`config.mk`:
```
export PLATFORM = sky130hd
export DESIGN_NAME = main_controller
export DESIGN_NICKNAME = d
export VERILOG_FILES = /design/src/rtl/main_controller.sv
export SDC_FILE = /design/constraint.sdc
export NUM_CORES = 1
export LEC_CHECK = 0
export CAP_MARGIN = 10
export CORE_AREA = 2 2 39 41
export DETAILED_ROUTE_END_ITERATION = 7
export DIE_AREA = 0 0 41 43
export DONT_BUFFER_PORTS = 1
export PLACE_DENSITY_LB_ADDON = 0.08
export SYNTH_ARGS = -nofsm -noshare
export SYNTH_HDL_FRONTEND = slang
export SYNTH_SLANG_ARGS = --single-unit
```
`constraint.sdc`:
```
create_clock -name clk -period 3 [get_ports clk]
set_clock_uncertainty 0.05 [all_clocks]
set_input_delay 0.3 -clock clk [delete_from_list [all_inputs] [get_ports clk]]
set_output_delay 0.3 -clock clk [all_outputs]
set_load 0.1 [all_outputs]
```
`src/rtl/main_controller.sv`:
```
// Multi-cycle control FSM: FETCH, DECODE, EXEC, MEM, WB, HALT; Moore outputs from state and irOut.
// Optional retired-instruction counter enabled by defining INSTR_COUNT_EN.
module main_controller (
   input  logic        clk,
   input  logic        reset,
   input  logic [31:0] irOut,
   input  logic        comparatorOut,
   output logic        pcEn,
   output logic [1:0]  pcSelect,
   output logic        regWrite,
   output logic        aluSrc,
   output logic        ramRdEn,
   output logic        ramWrEn,
   output logic        isByte,
   output logic        isHalf,
   output logic        isWord,
   output logic [1:0]  memToReg,
   output logic        halted
`ifdef INSTR_COUNT_EN
   ,
   output logic [31:0] instrCount
`endif
);

   typedef enum logic [2:0] {
      FETCH,
      DECODE,
      EXEC,
      MEM,
      WB,
      HALT
   } state_t;

   state_t state, next_state;

   logic [6:0] opcode;
   logic [1:0] size;
   logic is_r, is_i, is_load, is_store, is_branch, is_jal, is_jalr, is_lui, legal;
   logic unused_ir;

   assign opcode    = irOut[6:0];
   assign size      = irOut[13:12];
   assign unused_ir = ^{irOut[31:14], irOut[11:7]};

   assign is_r      = (opcode == 7'b0110011);
   assign is_i      = (opcode == 7'b0010011);
   assign is_load   = (opcode == 7'b0000011);
   assign is_store  = (opcode == 7'b0100011);
   assign is_branch = (opcode == 7'b1100011);
   assign is_jal    = (opcode == 7'b1101111);
   assign is_jalr   = (opcode == 7'b1100111);
   assign is_lui    = (opcode == 7'b0110111);
   assign legal     = is_r | is_i | is_load | is_store | is_branch | is_jal | is_jalr | is_lui;

   always_ff @(posedge clk) begin
      if (reset) state <= FETCH;
      else       state <= next_state;
   end

   // Outputs are forced low while reset is high so a pending write is never seen.
   always_comb begin
      next_state = state;
      pcEn       = 1'b0;
      pcSelect   = 2'b00;
      regWrite   = 1'b0;
      aluSrc     = 1'b0;
      ramRdEn    = 1'b0;
      ramWrEn    = 1'b0;
      isByte     = 1'b0;
      isHalf     = 1'b0;
      isWord     = 1'b0;
      memToReg   = 2'b00;
      halted     = 1'b0;
      if (!reset) begin
         case (state)
            FETCH:  next_state = DECODE;
            DECODE: next_state = legal ? EXEC : HALT;
            EXEC: begin
               aluSrc = is_i | is_load | is_store | is_jalr;
               if (is_branch) begin
                  pcEn       = 1'b1;
                  pcSelect   = comparatorOut ? 2'b01 : 2'b00;
                  next_state = FETCH;
               end else if (is_load || is_store) begin
                  next_state = MEM;
               end else if (legal) begin
                  next_state = WB;
               end else begin
                  next_state = HALT;
               end
            end
            MEM: begin
               if (size == 2'b11 || !(is_load || is_store)) begin
                  next_state = HALT;
               end else begin
                  isByte = (size == 2'b00);
                  isHalf = (size == 2'b01);
                  isWord = (size == 2'b10);
                  if (is_load) begin
                     ramRdEn    = 1'b1;
                     next_state = WB;
                  end else begin
                     ramWrEn    = 1'b1;
                     pcEn       = 1'b1;
                     next_state = FETCH;
                  end
               end
            end
            WB: begin
               regWrite   = 1'b1;
               pcEn       = 1'b1;
               next_state = FETCH;
               if (is_load) begin
                  memToReg = 2'b01;
               end else if (is_jal) begin
                  memToReg = 2'b10;
                  pcSelect = 2'b01;
               end else if (is_jalr) begin
                  memToReg = 2'b10;
                  pcSelect = 2'b10;
               end else if (is_lui) begin
                  memToReg = 2'b11;
               end
            end
            HALT: begin
               halted     = 1'b1;
               next_state = HALT;
            end
            default: next_state = FETCH;
         endcase
      end
   end

`ifdef INSTR_COUNT_EN
   always_ff @(posedge clk) begin
      if (reset)     instrCount <= '0;
      else if (pcEn) instrCount <= instrCount + 32'd1;
   end
`endif

endmodule

```
==> results of run 1 <==
==> power by group <==
part	leakage [uW]	internal, uW	switching, uW
combinational	0.000248	18.6	28.6
sequential	0.0000248	42.5	7.49
clock	0.0000150	49.8	19.6
total	0.000288	111	55.7
==> worst max-delay path, cell delays in order (launching register included) <==
cell	delay, ns
dfxtp_1	0.49
or2b_1	0.32
nor2_1	0.17
nand3_1	0.23
nor3b_2	0.30
clkbuf_16	0.24
==> metrics by stage <==
step | instances | hold WS (ns) | setup WS [ns] | power, uW | area [sq um]
after floorplan | 69 | 0.4665 | -0.5677 | 95.82 | 579.3
after global placement | 94 | 0.3197 | 0.9325 | 97.07 | 777.0
after detailed placement | 94 | 0.3202 | 0.9181 | 97.44 | 777.0
after CTS | 98 | 0.07377 | 0.6627 | 170.8 | 803.3
after global routing | 98 | 0.07281 | 0.5446 | 177.5 | 803.3
final | 98 | 0.08138 | 0.6732 | 166.5 | 803.3
==> path summary, 6_finish.rpt <==
path                            startpoint  endpoint  slack, ns  cells past startpoint
worst min register to register    state[2]  state[1]       0.61                      1
worst max register to register    state[0]  state[1]       1.54                      3
worst max-delay path              state[1]    isHalf       0.67                      5
worst min-delay path                 reset  state[1]       0.08                      1
==> kinds of logic (layout without fill, tap and decap cells) <==
group | count (synthesis) | after routing | share of synthesized area (%)
AOI/OAI and AO/OA | 16 | 16 | 25.69
xor gates and xnor gates | 1 | 1 | 1.746
buffers and inverters | 5 | 18 | 4.486
DFF | 3 | 3 | 11.97
muxes | 1 | 1 | 1.995
and+or+nand+nor | 43 | 43 | 54.12
==> area by class of cell <==
class	instances	area (sq um)
inverters	1	3.754
repair buffers	13	167.7
well taps	16	20.02
multi-input cells	61	525.5
fillers	129	580.6
flip-flops and latches	3	60.06
clock buffers	4	26.28
==> metal layers <==
metal	up-vias	wire length [microns]	global-route usage, %
met2	17	765	29.69
li1	292	-	-
met5	-	0	0
met1	292	632	23.47
met3	2	75	2.094
met4	0	12	6.000
==> Yosys cell counts (2+ instances only) <==
cell,number,area share [%]
nor3_1,2,2.0
nand4b_1,2,3.5
a211o_1,2,3.5
nand3_1,5,5.0
buf_2,3,3.0
nor2_1,8,6.0
nand2_1,7,5.2
a21oi_1,3,3.0
o22ai_1,2,2.5
nand2b_1,2,2.5
nor3b_1,5,7.5
nor4b_1,2,3.5
dfxtp_1,3,12
==> results.json, run 1 <==
{
  "synth-seq-cells": 3,
  "postRouteAntennaNets": 0,
  "period_share_pct": 77.56,
  "setup_tns_ns": 0,
  "postCtsHoldBufs": 0,
  "yosysSeqAreaShare_pct": 11.97,
  "top_regs": "state (3)",
  "max_slew_margin_pct": 69.42,
  "drv_slew": 0,
  "layout_commonest_cell": "buf_4",
  "start_util_pct": 36.26,
  "drive_above_1_share_pct": 39.02,
  "core_area_sq_um": 1384,
  "p_leak_uw": 0.0002883,
  "arrival_ns": 1.98,
  "cts_buffer_depth": 2,
  "cts_root_buffer": "clkbuf_4",
  "cp_max_fo": 7,
  "place_congestion": 0.8108,
  "regMostFlops": "state",
  "largest_reg_flops": 3,
  "final_cell_mix": "buf_4, nor2_1, nand2_1",
  "report.final.hold_viol_count": 0,
  "cts_buffers": 3,
  "drc_errors": 0,
  "grt_max_degree": 11,
  "maxCapViolations": 0,
  "outcome": "complete, no violations",
  "vias_per_cell": 6.153,
  "routedWlPerCell_microns": 15.15,
  "grt_pass1_vias": 548,
  "clock_latency_ns": 0.23,
  "layout.nets": 118,
  "drtIter0Drc": 9,
  "grt_pass1_wl_microns": 2304,
  "syn_area_sq_um": 501.7,
  "power.density_nw_per_um2": 207.3,
  "post_synth_num_cell_types": 36,
  "synthFlopType": "dfxtp_1",
  "rows": 14,
  "num_io_pins": 48,
  "synthToLayoutAreaGrowth_pct": 60.10,
  "hpwl_microns": 1130,
  "synth_edf_count": 0,
  "postCtsSetupRepairBufs": 0,
  "clk_pin_slew_worst_paths_ns": 0.04,
  "numClockSinks": 3,
  "synth.net_count": 104,
  "antenna_found_initial": 0,
  "h-tree-depth": 1,
  "setup_viol": 0,
  "yosysWarnings": 0,
  "cp-end-kind": "primary output",
  "die_w_microns": 41,
  "post_synth.cell_area_avg_sq_um": 7.271,
  "grt_use_total_pct": 18.17,
  "num_vias": 603,
  "irDropWorstVdd_v": 0.0001532,
  "rsz0062_at_grt": "false",
  "drt_wl_total_microns": 1485,
  "min_period_ns": 2.327,
  "cp-start-kind": "flip-flop",
  "fmax_mhz": 429.8,
  "path_class": "reg2out",
  "postSynthCellCount": 69,
  "synthArstFlopShare_pct": 0,
  "tightest_slew_ns": 0.4577,
  "hold_path_class": "in2reg",
  "n_antenna_cell": 0,
  "die_area_sq_um": 1763,
  "fin_util_pct": 58.05,
  "die_h_microns": 43,
  "drt_first_pass_iters": 4,
  "cts_tree": "done",
  "grt-ovfl-total": 0,
  "cp.required_ns": 2.65,
  "numPortBuffers": 0,
  "cts_resized": 0
}
(Power assumes the default switching activity.)
==> run 2: changes to the inputs <==
clock period = 2.1 ns   (was 3 ns; I/O delays follow)
==> results.json, run 2 (synthesis results as in run 1) <==
{
  "cp-end-kind": "primary output",
  "synthToLayoutAreaGrowth_pct": 86.78,
  "start_util_pct": 36.26,
  "cts_root_buffer": "clkbuf_4",
  "pre_cts_ws_ns": 0.1875,
  "outcome": "complete, no violations",
  "p_leak_uw": 0.0003261,
  "postCtsSetupRepairBufs": 0,
  "routedWlPerCell_microns": 15.40,
  "drt_first_pass_iters": 4,
  "vias_per_cell": 6.088,
  "cts_buffers": 3,
  "irDropWorstVdd_v": 0.0003360,
  "path_class": "reg2out",
  "die_w_microns": 41,
  "drc_errors": 0,
  "clock_latency_ns": 0.24,
  "die_area_sq_um": 1763,
  "crit_path_end": "ramRdEn",
  "regMostFlops": "state",
  "rsz0062_at_grt": "true",
  "hold_path_class": "in2reg",
  "crit_path_max_incr_delay_ns": 0.35,
  "core_area_sq_um": 1384,
  "num_vias": 621,
  "fmax_mhz": 493.3,
  "report.final.hold_viol_count": 0,
  "maxCapViolations": 0,
  "min_period_ns": 2.027,
  "drt_wl_total_microns": 1571,
  "place_congestion": 0.7950,
  "grt_use_total_pct": 20.10,
  "antenna_found_initial": 0,
  "path_cells": "or2b_1, nor2_1, nand3_2, nor3b_4, buf_12",
  "finalInstanceArea_sq_um": 937.1,
  "fin_cells": 102,
  "hpwl_microns": 1225,
  "cts_buffer_depth": 2,
  "total_power_uw": 252.8,
  "grt_pass1_wl_microns": 2484,
  "numClockSinks": 3,
  "drv_slew": 0,
  "layout_commonest_cell": "buf_12",
  "tightest_slew_ns": 0.4247,
  "startpoint": "state[2]",
  "h-tree-depth": 1,
  "numPortBuffers": 0,
  "largest_reg_flops": 3,
  "n_antenna_cell": 0,
  "r2r_start": "state[0]",
  "arrival_ns": 1.77,
  "cp-start-kind": "flip-flop",
  "dpl_cell_area_sq_um": 892.1,
  "cp_max_fo": 5,
  "final_cell_mix": "buf_12, nor2_1, nand2_1",
  "grt_max_degree": 10,
  "worstRegToRegCells": 3,
  "rows": 14,
  "postRouteAntennaNets": 0,
  "place_inst": 97,
  "power.density_nw_per_um2": 269.7,
  "grt-ovfl-total": 0,
  "period_share_pct": 96.53,
  "clk_pin_slew_worst_paths_ns": 0.04,
  "drive_above_1_share_pct": 44.19,
  "top_regs": "state (3)",
  "setup_ws_ns": 0.07295,
  "setup_viol": 0,
  "cts_tree": "done",
  "r2r_setup_slack_ns": 0.63,
  "rr_endpoint": "state[1]",
  "num_io_pins": 48,
  "die_h_microns": 43,
  "drtIter0Drc": 18,
  "cp.required_ns": 1.84,
  "cpMaxStageDelayCell": "dfxtp_1",
  "setup_tns_ns": 0,
  "grt_pass1_vias": 610,
  "layout.nets": 122,
  "max_slew_margin_pct": 71.65
}
-- run 2: cell count changes in the layout (fill, tap and decap cells not counted), moves of 2 or more --
cell       change
buf_12         +9
buf_4          -5
clkbuf_16      -2
nor3b_2        -2
nor3b_4        +2
-- run 2: repair_timing --
item	in CTS	in global routing
hold buffers	1	0
endpoints found under the hold margin	2	0
resized for setup	1	1
setup endpoints to repair	4	4
gates cloned	0	0
-- run 2: worst min path at each step --
stage,from,endpoint,slack [ns],cells past startpoint
4_1_cts,reset,state[2],0.03,1
2_1_floorplan,irOut[3],state[2],0.48,3
3_3_place_gp,reset,state[1],0.23,1
3_5_place_dp,reset,state[0],0.23,1
5_1_grt,reset,state[2],0.03,1
6_report,reset,state[2],0.03,1
-- run 2: final cells by class --
cell class | count | area (sq um)
multi-input combinational | 61 | 545.5
fill | 112 | 446.7
sequential | 3 | 60.06
timing repair buffer | 17 | 281.5
clock buffer | 4 | 26.28
tap | 16 | 20.02
inverter | 1 | 3.754
-- run 2: metrics by stage --
step	hold slack, ns	util, %
after floorplan	0.4757	-
after global placement	0.2294	64.47
after detailed placement	0.2314	64.47
after CTS	0.03466	67.45
after global routing	0.02693	67.72
final	0.03213	67.72
-- run 2: layer usage --
layer  track usage [%]  vias to the layer above  routed length (microns)
met1             26.13                      288                      640
met3             4.712                        2                       95
li1                  -                      304                        -
met5                 0                        -                        0
met2             32.50                       27                      822
met4             4.000                        0                       13
-- run 2: report_power, final --
group	switching, uW	internal [uW]	total [uW]
registers	7.83	60.6	68.4
clock network	32.0	71.3	103
logic	46.4	34.5	81.0
-- run 2: worst max-delay path, delay by kind of cell, from the launching register on --
family / cells / cell delay [ns]
AND/OR/NAND/NOR: 4 / 0.97
buffers and inverters: 1 / 0.20
flip-flops: 1 / 0.35
==> run 3: changes to the inputs <==
ABC_AREA = 1   (was default)
==> results.json, run 3 <==
{
  "outcome": "complete, no violations",
  "layout_commonest_cell": "nand2_1",
  "layout.nets": 150,
  "cts_root_buffer": "clkbuf_4",
  "clock_latency_ns": 0.23,
  "cpLargestDelayFamily": "buffers and inverters",
  "cp-end-kind": "primary output",
  "numPortBuffers": 0,
  "h-tree-depth": 1,
  "synth_area_leaders": "nand2_1, dfxtp_1, nor2_1, inv_1, nor2_2",
  "yosysSeqAreaShare_pct": 11.16,
  "drv_slew": 0,
  "crit_path_max_incr_delay_ns": 0.35,
  "maxCapViolations": 0,
  "p_leak_uw": 0.0003729,
  "die_area_sq_um": 1763,
  "path_cells": "inv_2, nand2_2, nor2_2, nand3_1, a31oi_2, buf_4",
  "crit_cells": 6,
  "synth_top_area_share_pct": 14.65,
  "yosysMostFrequentCell": "nand2_1",
  "regMostFlops": "state",
  "synth_top_cell_by_area": "nand2_1",
  "start_util_pct": 38.88,
  "die_w_microns": 41,
  "drtIter0Drc": 14,
  "setup_viol": 0,
  "num_vias": 645,
  "grt_pass1_wl_microns": 2187,
  "rows": 14,
  "period_share_pct": 88.09,
  "routedWlPerCell_microns": 10.13,
  "clk_pin_slew_worst_paths_ns": 0.04,
  "die_h_microns": 43,
  "synthTopCellsByCount": "nand2_1, nor2_1, inv_1",
  "grt_max_degree": 8,
  "grt-ovfl-total": 0,
  "synthFlopType": "dfxtp_1",
  "core_area_sq_um": 1384,
  "postRouteAntennaNets": 0,
  "final_cell_mix": "nand2_1, inv_1, nor2_2, buf_4",
  "hpwl_microns": 1181,
  "grt_pass1_vias": 578,
  "syn_area_sq_um": 538.0,
  "tightest_slew_ns": 0.2930,
  "yosysWarnings": 0,
  "synthToLayoutAreaGrowth_pct": 56.05,
  "power.density_nw_per_um2": 358.3,
  "post_synth_num_cell_types": 21,
  "vias_per_cell": 4.962,
  "hold_path_class": "in2reg",
  "cp-start-kind": "flip-flop",
  "rsz0062_at_grt": "false",
  "drive_above_1_share_pct": 49.12,
  "synth_edf_count": 0,
  "grt_use_total_pct": 17.30,
  "fin_util_pct": 60.67,
  "nFillCells": 137,
  "cts_tree": "done",
  "n_antenna_cell": 0,
  "largest_reg_flops": 3,
  "synth-seq-cells": 3,
  "max_slew_margin_pct": 80.42,
  "postSynthCellCount": 96,
  "cts_buffers": 3,
  "irDropWorstVdd_v": 0.0002854,
  "synthArstFlopShare_pct": 0,
  "cts_resized": 0,
  "pre_cts_ws_ns": 0.4079,
  "setup_ws_ns": 0.2500,
  "drt_first_pass_iters": 4,
  "antenna_found_initial": 0,
  "synth.net_count": 131,
  "cp.required_ns": 1.84,
  "numClockSinks": 3,
  "fmax_mhz": 540.5,
  "cts_buffer_depth": 2,
  "cp.buffers_inverters": 2,
  "min_period_ns": 1.850,
  "cpMaxStageDelayCell": "dfxtp_2",
  "drc_errors": 0,
  "top_regs": "state (3)",
  "path_class": "reg2out",
  "cp_max_fo": 6,
  "arrival_ns": 1.59,
  "worstRegToRegCells": 7,
  "post_synth.cell_area_avg_sq_um": 5.604,
  "place_congestion": 0.8683,
  "num_io_pins": 48,
  "drt_wl_total_microns": 1317,
  "hold_path_depth": 3,
  "report.final.hold_viol_count": 0
}
==> run 3: changes by cell type after synthesis, moves of 5 or more <==
cell	change
inv_1	+11
inv_2	+6
nand2_1	+14
nand4_1	+6
nor2_1	+5
nor2_2	+7
nor3b_1	-5
==> run 3: layer usage <==
| layer | track usage (%) | vias up | part of all wire [%] |
|---|---|---|---|
| met1 | 19.09 | 292 | 39 |
| met3 | 0.5236 | 0 | 3.5 |
| met4 | 6.000 | 0 | 0 |
| li1 | - | 345 | - |
| met2 | 32.19 | 8 | 58 |
| met5 | 0 | - | 0 |
==> run 3: path summary, 6_finish.rpt <==
kind,start,end,slack [ns]
worst max-delay path,state[2],pcEn,0.25
worst min-delay path,reset,state[0],0.08
worst min register to register,state[2],state[0],0.55
worst max register to register,state[0],state[0],0.87
==> run 3: cells by family (layout without fill, tap and decap cells) <==
family | count (synthesis) | after routing | synth area share, %
buffers and inverters | 19 | 37 | 13.72
DFF | 3 | 3 | 11.16
AOI/OAI and AO/OA | 8 | 8 | 9.537
and+or+nand+nor | 66 | 66 | 65.59
==> run 3: cell type report <==
class                           instances  area, sq um  area share [%]
Clock buffer                            4        26.28           3.130
Timing Repair Buffer                   14        157.7           18.78
Inverter                               19        73.82           8.793
Tap cell                               16        20.02           2.385
Multi-Input combinational cell         74        498.0           59.31
Sequential cell                         3        63.81           7.601
==> run 3: metrics by stage <==
step | hold slack [ns] | TNS, ns | std cells | power [uW] | cell area, sq um
3_5_place_dp | 0.2344 | 0 | 125 | 202.1 | 803.3
2_1_floorplan | 0.2217 | -0.8870 | 96 | 180.9 | 614.3
3_3_place_gp | 0.2322 | 0 | 125 | 200.3 | 803.3
5_1_grt | 0.08946 | 0 | 130 | 320.8 | 839.6
6_report | 0.07959 | 0 | 130 | 300.8 | 839.6
4_1_cts | 0.06880 | 0 | 130 | 308.8 | 839.6
==> run 3: power by group <==
| group | switching [uW] | internal (uW) | leakage [uW] |
|---|---|---|---|
| combinational | 84.7 | 40.4 | 0.000332 |
| sequential | 11.5 | 65.2 | 0.0000257 |
| clock | 27.9 | 71.1 | 0.0000150 |
| total | 124 | 177 | 0.000373 |
==> run 3: repair_timing <==
item | in CTS | in global routing
endpoints found under the hold margin | 1 | 0
setup buffers | 0 | 0
hold buffers | 1 | 0
==> run 3: worst min-delay path, stage by stage <==
cell and delay [ns]:
a21oi_1 0.02, nand2_1 0.05, inv_1 0.04
